### src/rtl/fourier_rns_ctrl.sv
// rtl/fourier_rns_ctrl.sv - frame sequencer for the RNS DFT core
// Loads N samples into the core, runs compute until done or timeout, then drains N results.
module fourier_rns_ctrl #(
    parameter int          N       = 100,
    parameter logic [31:0] TIMEOUT = 32'd20000
) (
    input  logic        clk,
    input  logic        reset,
    input  logic        in_valid,
    output logic        in_ready,
    input  logic [31:0] in_data,
    output logic        out_valid,
    input  logic        out_ready,
    output logic [31:0] out_re,
    output logic [31:0] out_im,
    output logic        out_last,
    output logic        busy,
    output logic        frame_done,
    output logic        error,
    output logic [31:0] run_cycles,
    output logic        core_reset,
    output logic [31:0] core_addr,
    output logic [31:0] core_x_rns,
    output logic [1:0]  core_op,
    input  logic [31:0] core_y_re,
    input  logic [31:0] core_y_im,
    input  logic        core_done
);

    typedef enum logic [2:0] {
        S_IDLE,
        S_CLR,
        S_LOAD,
        S_RUN,
        S_RD_ISSUE,
        S_RD_WAIT
    } state_t;

    localparam logic [1:0]  OP_IDLE    = 2'b00;
    localparam logic [1:0]  OP_WRITE   = 2'b01;
    localparam logic [1:0]  OP_COMPUTE = 2'b10;
    localparam logic [1:0]  OP_READ    = 2'b11;
    localparam logic [31:0] LAST_IDX   = 32'(N - 1);
    localparam logic [31:0] RUN_LIMIT  = TIMEOUT - 32'd1;

    state_t      state_q, state_d;
    logic [31:0] cnt_q, cnt_d;
    logic [31:0] run_cycles_q, run_cycles_d;
    logic        error_q, error_d;
    logic        frame_done_q, frame_done_d;
    logic        cnt_last;

    assign cnt_last = (cnt_q == LAST_IDX);

    always_ff @(posedge clk) begin
        if (reset) begin
            state_q      <= S_IDLE;
            cnt_q        <= 32'd0;
            run_cycles_q <= 32'd0;
            error_q      <= 1'b0;
            frame_done_q <= 1'b0;
        end else begin
            state_q      <= state_d;
            cnt_q        <= cnt_d;
            run_cycles_q <= run_cycles_d;
            error_q      <= error_d;
            frame_done_q <= frame_done_d;
        end
    end

    always_comb begin
        state_d      = state_q;
        cnt_d        = cnt_q;
        run_cycles_d = run_cycles_q;
        error_d      = error_q;
        frame_done_d = 1'b0;
        in_ready     = 1'b0;
        out_valid    = 1'b0;
        out_last     = 1'b0;
        core_op      = OP_IDLE;
        core_addr    = 32'd0;
        core_x_rns   = 32'd0;

        unique case (state_q)
            S_IDLE: begin
                // The triggering sample stays on the bus; it is taken in LOAD.
                if (in_valid) begin
                    state_d = S_CLR;
                    error_d = 1'b0;
                    cnt_d   = 32'd0;
                end
            end
            S_CLR: begin
                state_d = S_LOAD;
            end
            S_LOAD: begin
                in_ready = 1'b1;
                if (in_valid) begin
                    core_op    = OP_WRITE;
                    core_addr  = cnt_q;
                    core_x_rns = in_data;
                    if (cnt_last) begin
                        cnt_d        = 32'd0;
                        run_cycles_d = 32'd0;
                        state_d      = S_RUN;
                    end else begin
                        cnt_d = cnt_q + 32'd1;
                    end
                end
            end
            S_RUN: begin
                core_op      = OP_COMPUTE;
                run_cycles_d = run_cycles_q + 32'd1;
                if (core_done) begin
                    core_op = OP_IDLE;
                    state_d = S_RD_ISSUE;
                end else if (run_cycles_q == RUN_LIMIT) begin
                    error_d = 1'b1;
                    state_d = S_RD_ISSUE;
                end
            end
            S_RD_ISSUE: begin
                core_op   = OP_READ;
                core_addr = cnt_q;
                state_d   = S_RD_WAIT;
            end
            S_RD_WAIT: begin
                // Address is held so a stalled sink sees a stable re-read.
                core_op   = OP_READ;
                core_addr = cnt_q;
                out_valid = 1'b1;
                out_last  = cnt_last;
                if (out_ready) begin
                    if (cnt_last) begin
                        frame_done_d = 1'b1;
                        cnt_d        = 32'd0;
                        state_d      = S_IDLE;
                    end else begin
                        cnt_d   = cnt_q + 32'd1;
                        state_d = S_RD_ISSUE;
                    end
                end
            end
            default: begin
                state_d = S_IDLE;
            end
        endcase
    end

    assign out_re     = core_y_re;
    assign out_im     = core_y_im;
    assign busy       = (state_q != S_IDLE);
    assign frame_done = frame_done_q;
    assign error      = error_q;
    assign run_cycles = run_cycles_q;
    assign core_reset = reset | (state_q == S_CLR);

endmodule

### config.mk
export PLATFORM = sky130hd
export DESIGN_NAME = fourier_rns_ctrl
export DESIGN_NICKNAME = d
export VERILOG_FILES = /design/src/rtl/fourier_rns_ctrl.sv
export SDC_FILE = /design/constraint.sdc
export NUM_CORES = 1
export LEC_CHECK = 0
export CORE_UTILIZATION = 35
export DETAILED_ROUTE_END_ITERATION = 8
export PLACE_DENSITY_LB_ADDON = 0.12
export SYNTH_ARGS = -nofsm -noshare
export SYNTH_HDL_FRONTEND = slang
export SYNTH_SLANG_ARGS = --single-unit
### constraint.sdc
create_clock -name clk -period 4.15 [get_ports clk]
set_input_delay 0.415 -clock clk [delete_from_list [all_inputs] [get_ports clk]]
set_output_delay 0.415 -clock clk [all_outputs]
set_load 0.01 [all_outputs]
==> results.md <==
Status:
- The run finished with clean final reports.

Synth:
- The number of flops mapped to enable cells by yosys is 0.
- The total of flip-flops plus latches after synthesis is 69.
- In this run the cell area of the synthesized design comes to 0.004478 sq mm.
- The cell taking the most area after synthesis is sky130_fd_sc_hd__dfxtp_1.
- Summing the areas of all compound-gate instances in the mapped netlist gives 12.63% of the synthesized area.
- In this run the biggest area consumer among cell types represents 30.85% of the synthesized area.
- After synthesis, the share of flip-flops with an asynchronous set or reset is 0%.
- After synthesis, the largest family of logic cells by area is simple AND/OR/NAND/NOR gates.
- The synthesized-area fraction occupied by adder cells is 0.5588%.
- Yosys printed 0 warnings.
- After technology mapping, the gate count stands at 580.
- For this run, the leading register cell type out of synthesis is sky130_fd_sc_hd__dfxtp_1.
- Of the total synthesized cell area, the portion taken by XOR and XNOR cells is 5.476%.
- Sequential elements use 30.85% of the synthesized area.
- The share of cell area taken by muxes after synthesis is 0.2235%.
- After synthesis, the cell types taking the most area are sky130_fd_sc_hd__dfxtp_1, sky130_fd_sc_hd__buf_4, sky130_fd_sc_hd__and2_1.
- In this run the mean area of a mapped cell was 7.721 sq um.
- The number of nets handed over by synthesis was 683.
- The simple logic cell fraction of the synthesized area is 36.13%.
- The number of distinct library cell variants in the gate-level netlist after synthesis is 57.

STA:
- The timing-limited maximum frequency is 328.4 MHz.
- Setup repair after global routing left no endpoint under its margin.
- Setup violations remaining at the end of the flow were counted as 0.
- The final clock skew is 0.009434 ns.
- The slew at the pin closest to its max-slew limit is 1.079 ns.
- The final cycle utilization of the critical path is 73.38%.
- The final hold violation count came to 0.
- The final setup TNS is 0 ns.
- The remaining max-slew budget at the tightest pin is 28.08%.
- The final-report max-slew violation count is 0.
- The smallest hold slack is 0.5152 ns.
- The clock period could shrink to 3.045 ns.

Worst setup path:
- The last element of the critical path is out_last.
- The start point of the critical path is cnt_q[0].
- The signal on the critical path passes through ha_1 > nor4b_1 > and4_1 > nand2_1 > nor2_1 > clkdlybuf4s50_1.
- The peak fanout along the critical path is 5.
- At the worst endpoint, the required time is 3.73 ns.
- The kind of critical path is reg -> out.
- The worst path arrival time is 2.63 ns.
- For this design, the slowest cell found on the critical path is sky130_fd_sc_hd__clkdlybuf4s50_1.
- The worst flop-to-flop path endpoint is cnt_q[21].
- The largest single stage delay on the critical path is 0.55 ns.
- Setup slack on the worst reg-to-reg path comes out at 1.25 ns.
- The kind of capture point of the worst setup path is an output port.
- The critical path launch point type is a flip-flop.
- The number of cell instances on the worst register-to-register path is 6.
- The origin of the critical flop-to-flop path is cnt_q[0].

CTS:
- Hold repair after CTS inserted 0 buffers.
- For this design, the sink count on the clock tree is 69.
- The clock insertion delay at the later pin of the skew report is 0.33 ns.
- Clock tree synthesis selected as its root buffer the cell sky130_fd_sc_hd__clkbuf_16.
- The number of clock buffers added by TritonCTS is 9.
- The H-tree generated during clock tree synthesis spans 3 levels.
- The maximum clock path buffer count is 2.
- The post-cts resize count is 0.
- The post-CTS setup-driven buffer insertion count is 0.
- TritonCTS built the clock tree.
- Clock-pin slew was measured on the worst setup and hold paths at 0.06 ns.

Drt:
- After detailed routing, the average wire length per cell comes to 17.24 um.
- The first-pass detailed-route iteration total is 4.
- Summed over all layers, the routed wires come to 14.08 mm.
- The detailed router's first-iteration violation count is 257.
- The remaining antenna violation count is 0.
- In the routed layout, each cell is associated on average with a via count of 5.365.
- The total vias in the final route is 4383.
- The remaining routing DRC violations is 0.

Finish:
- The synthesis-to-layout area growth is 30.26%.
- The net count reported at finish is 748.
- The number of inserted diodes is 0.
- In the final layout, the share of cells above drive strength 1 is 4.931%.

GRT:
- Global routing finished with a remaining overflow of 0.
- The number of global-route vias before repair is 4216.
- The number of antenna violations at the first check in global routing is 0.
- The overall routing resource usage is 21.51%.
- The first global-routing pass estimated 22.07 mm of wire.
- Entering global routing, the biggest net connects 62 pins.

Power:
- The switching fraction of total power is 28.40%.
- The total power per unit cell area is 300.8 mW/mm^2.
- The peak supply drop is 173.0 uV.
- The internal power of the cells totals 0.001256 W.
- In this run the static leakage power is 1.799 nW.
- The clock network power share is 39.8%.
- Registers are responsible for 40.1% of the overall power.
- The switching power is 0.0004983 W.
- The share of total power in combinational logic is 20.1%.

Die:
- The total number of placement rows is 40.
- From left edge to right edge, the die measures 115.1 um.
- The initial core utilization is 36.52%.
- The die covers 0.01325 sq mm.
- The area of the core is 0.01226 sq mm.
- From bottom edge to top edge, the die measures 115.1 um.
- In this run the count of I/O pins placed on the die edge is 270.

Place:
- The global placer's final weighted congestion is 0.8516.
- Detailed placement finished with a half-perimeter wire length of 10.36 mm.
- The count of buffers added on input and output ports is 141.

Hold path:
- The min-delay analysis places its worst path in the category reg -> reg.

Run:
- The max-cap check violation count is 0.
## sequential cells by signal (all words and copies together) (netlist names)
signal	count
cnt_q	32
run_cycles	32
state_q	3
error	1
frame_done	1
## cells in the final DEF (no fill, tap or decap), types with 12 or more instances in the layout
cell type                           n
sky130_fd_sc_hd__xor2_1            18
sky130_fd_sc_hd__nor3_1            12
sky130_fd_sc_hd__nor2_1            48
sky130_fd_sc_hd__nor2b_1           28
sky130_fd_sc_hd__dfxtp_1           69
sky130_fd_sc_hd__clkdlybuf4s50_1  141
sky130_fd_sc_hd__and2_1            34
sky130_fd_sc_hd__nor4_1            14
sky130_fd_sc_hd__o21ai_0           25
sky130_fd_sc_hd__a21oi_1           33
sky130_fd_sc_hd__nand2_1           29
sky130_fd_sc_hd__nand4_1           27
sky130_fd_sc_hd__nand3_1           29
sky130_fd_sc_hd__or3_1             21
## power by group through the flow
| stage | Combinational [W] | Clock [W] | Sequential (W) |
|---|---|---|---|
| 6_report | 0.000353 | 0.000699 | 0.000703 |
| 5_1_grt | 0.000385 | 0.000748 | 0.000705 |
| 4_1_cts | 0.000355 | 0.000716 | 0.000702 |
| 3_5_place_dp | 0.000352 | 0 | 0.000716 |
| 3_3_place_gp | 0.000350 | 0 | 0.000716 |
| 2_1_floorplan | 0.000259 | 0 | 0.000696 |
## per-stage QoR
step	setup WS (ns)	area, sq um	util, %	instances	total power [W]
after CTS	1.076	5833	47.57	817	0.001773
after floorplan	1.921	4478	-	580	0.0009555
final	1.105	5833	47.57	817	0.001754
after global placement	1.291	5565	45.39	802	0.001066
after detailed placement	1.202	5565	45.39	802	0.001068
after global routing	0.9371	5833	47.57	817	0.001838
## synthesized netlist by cell type, types with 2 or more instances
cell and instances:
sky130_fd_sc_hd__buf_1 3, sky130_fd_sc_hd__nor2b_1 28, sky130_fd_sc_hd__a22oi_1 2, sky130_fd_sc_hd__buf_2 2, sky130_fd_sc_hd__nand3_1 29, sky130_fd_sc_hd__dfxtp_1 69
sky130_fd_sc_hd__clkbuf_1 24, sky130_fd_sc_hd__a31oi_1 2, sky130_fd_sc_hd__xor2_1 18, sky130_fd_sc_hd__nand2_1 29, sky130_fd_sc_hd__or3_1 21, sky130_fd_sc_hd__xnor2_1 10
sky130_fd_sc_hd__nand4_1 27, sky130_fd_sc_hd__o21a_1 6, sky130_fd_sc_hd__a21oi_1 34, sky130_fd_sc_hd__nand2b_1 4, sky130_fd_sc_hd__nand3b_1 2, sky130_fd_sc_hd__or4_1 5
sky130_fd_sc_hd__o21ai_0 25, sky130_fd_sc_hd__o41ai_1 2, sky130_fd_sc_hd__o31a_1 3, sky130_fd_sc_hd__and2_1 34, sky130_fd_sc_hd__and4_1 6, sky130_fd_sc_hd__buf_4 64
sky130_fd_sc_hd__nor2_1 49, sky130_fd_sc_hd__and3_1 6, sky130_fd_sc_hd__or4b_1 4, sky130_fd_sc_hd__inv_1 11, sky130_fd_sc_hd__nor3_1 12, sky130_fd_sc_hd__o31ai_1 6
sky130_fd_sc_hd__ha_1 2, sky130_fd_sc_hd__nor4_1 14, sky130_fd_sc_hd__nor4b_1 3
## layout make-up
class                   count  area, sq um
fillers                  1232         6429
clock inverters             4        25.02
inverters                  11        41.29
repair buffers            147         1456
flip-flops and latches     69         1381
well taps                 168        210.2
multi-input cells         407         2476
clock buffers              11        242.7
## metal layers
metal / track usage (%) / vias up / share of wire (%) / routed length (um)
met5: 0 / - / 0 / 0
met4: 8.398 / 0 / 2.0 / 284
met3: 5.430 / 23 / 7.2 / 1008
met2: 35.78 / 182 / 48 / 6794
met1: 26.65 / 2056 / 43 / 5996
li1: - / 2122 / - / -
## cell families (layout without fill, tap and decap cells)
logic type | Yosys count | count (layout)
flip-flops | 69 | 69
AND/OR/NAND/NOR | 285 | 285
multiplexers | 1 | 1
adder cells (fa/ha/maj) | 2 | 2
AO/OA/AOI/OAI | 91 | 91
XOR/XNOR | 28 | 28
buffers and inverters | 104 | 173
## how the worst min path moves through the flow
stage	start	endpoint	slack (ns)	cells after the start
after global placement	run_cycles[31]	run_cycles[31]	0.49	2
after floorplan	cnt_q[31]	cnt_q[31]	0.46	2
after CTS	run_cycles[31]	run_cycles[31]	0.51	2
final	run_cycles[31]	run_cycles[31]	0.52	2
after detailed placement	run_cycles[31]	run_cycles[31]	0.51	2
after global routing	cnt_q[31]	cnt_q[31]	0.55	2
## critical path, delay by kind of cell, from the launching register on
kind / cells / cell delay [ns]
AND/OR/NAND/NOR: 4 / 1.02
adder cells (fa/ha/maj): 1 / 0.29
buffers and inverters: 1 / 0.55
flip-flops: 1 / 0.43
(Power assumes the default switching activity.)
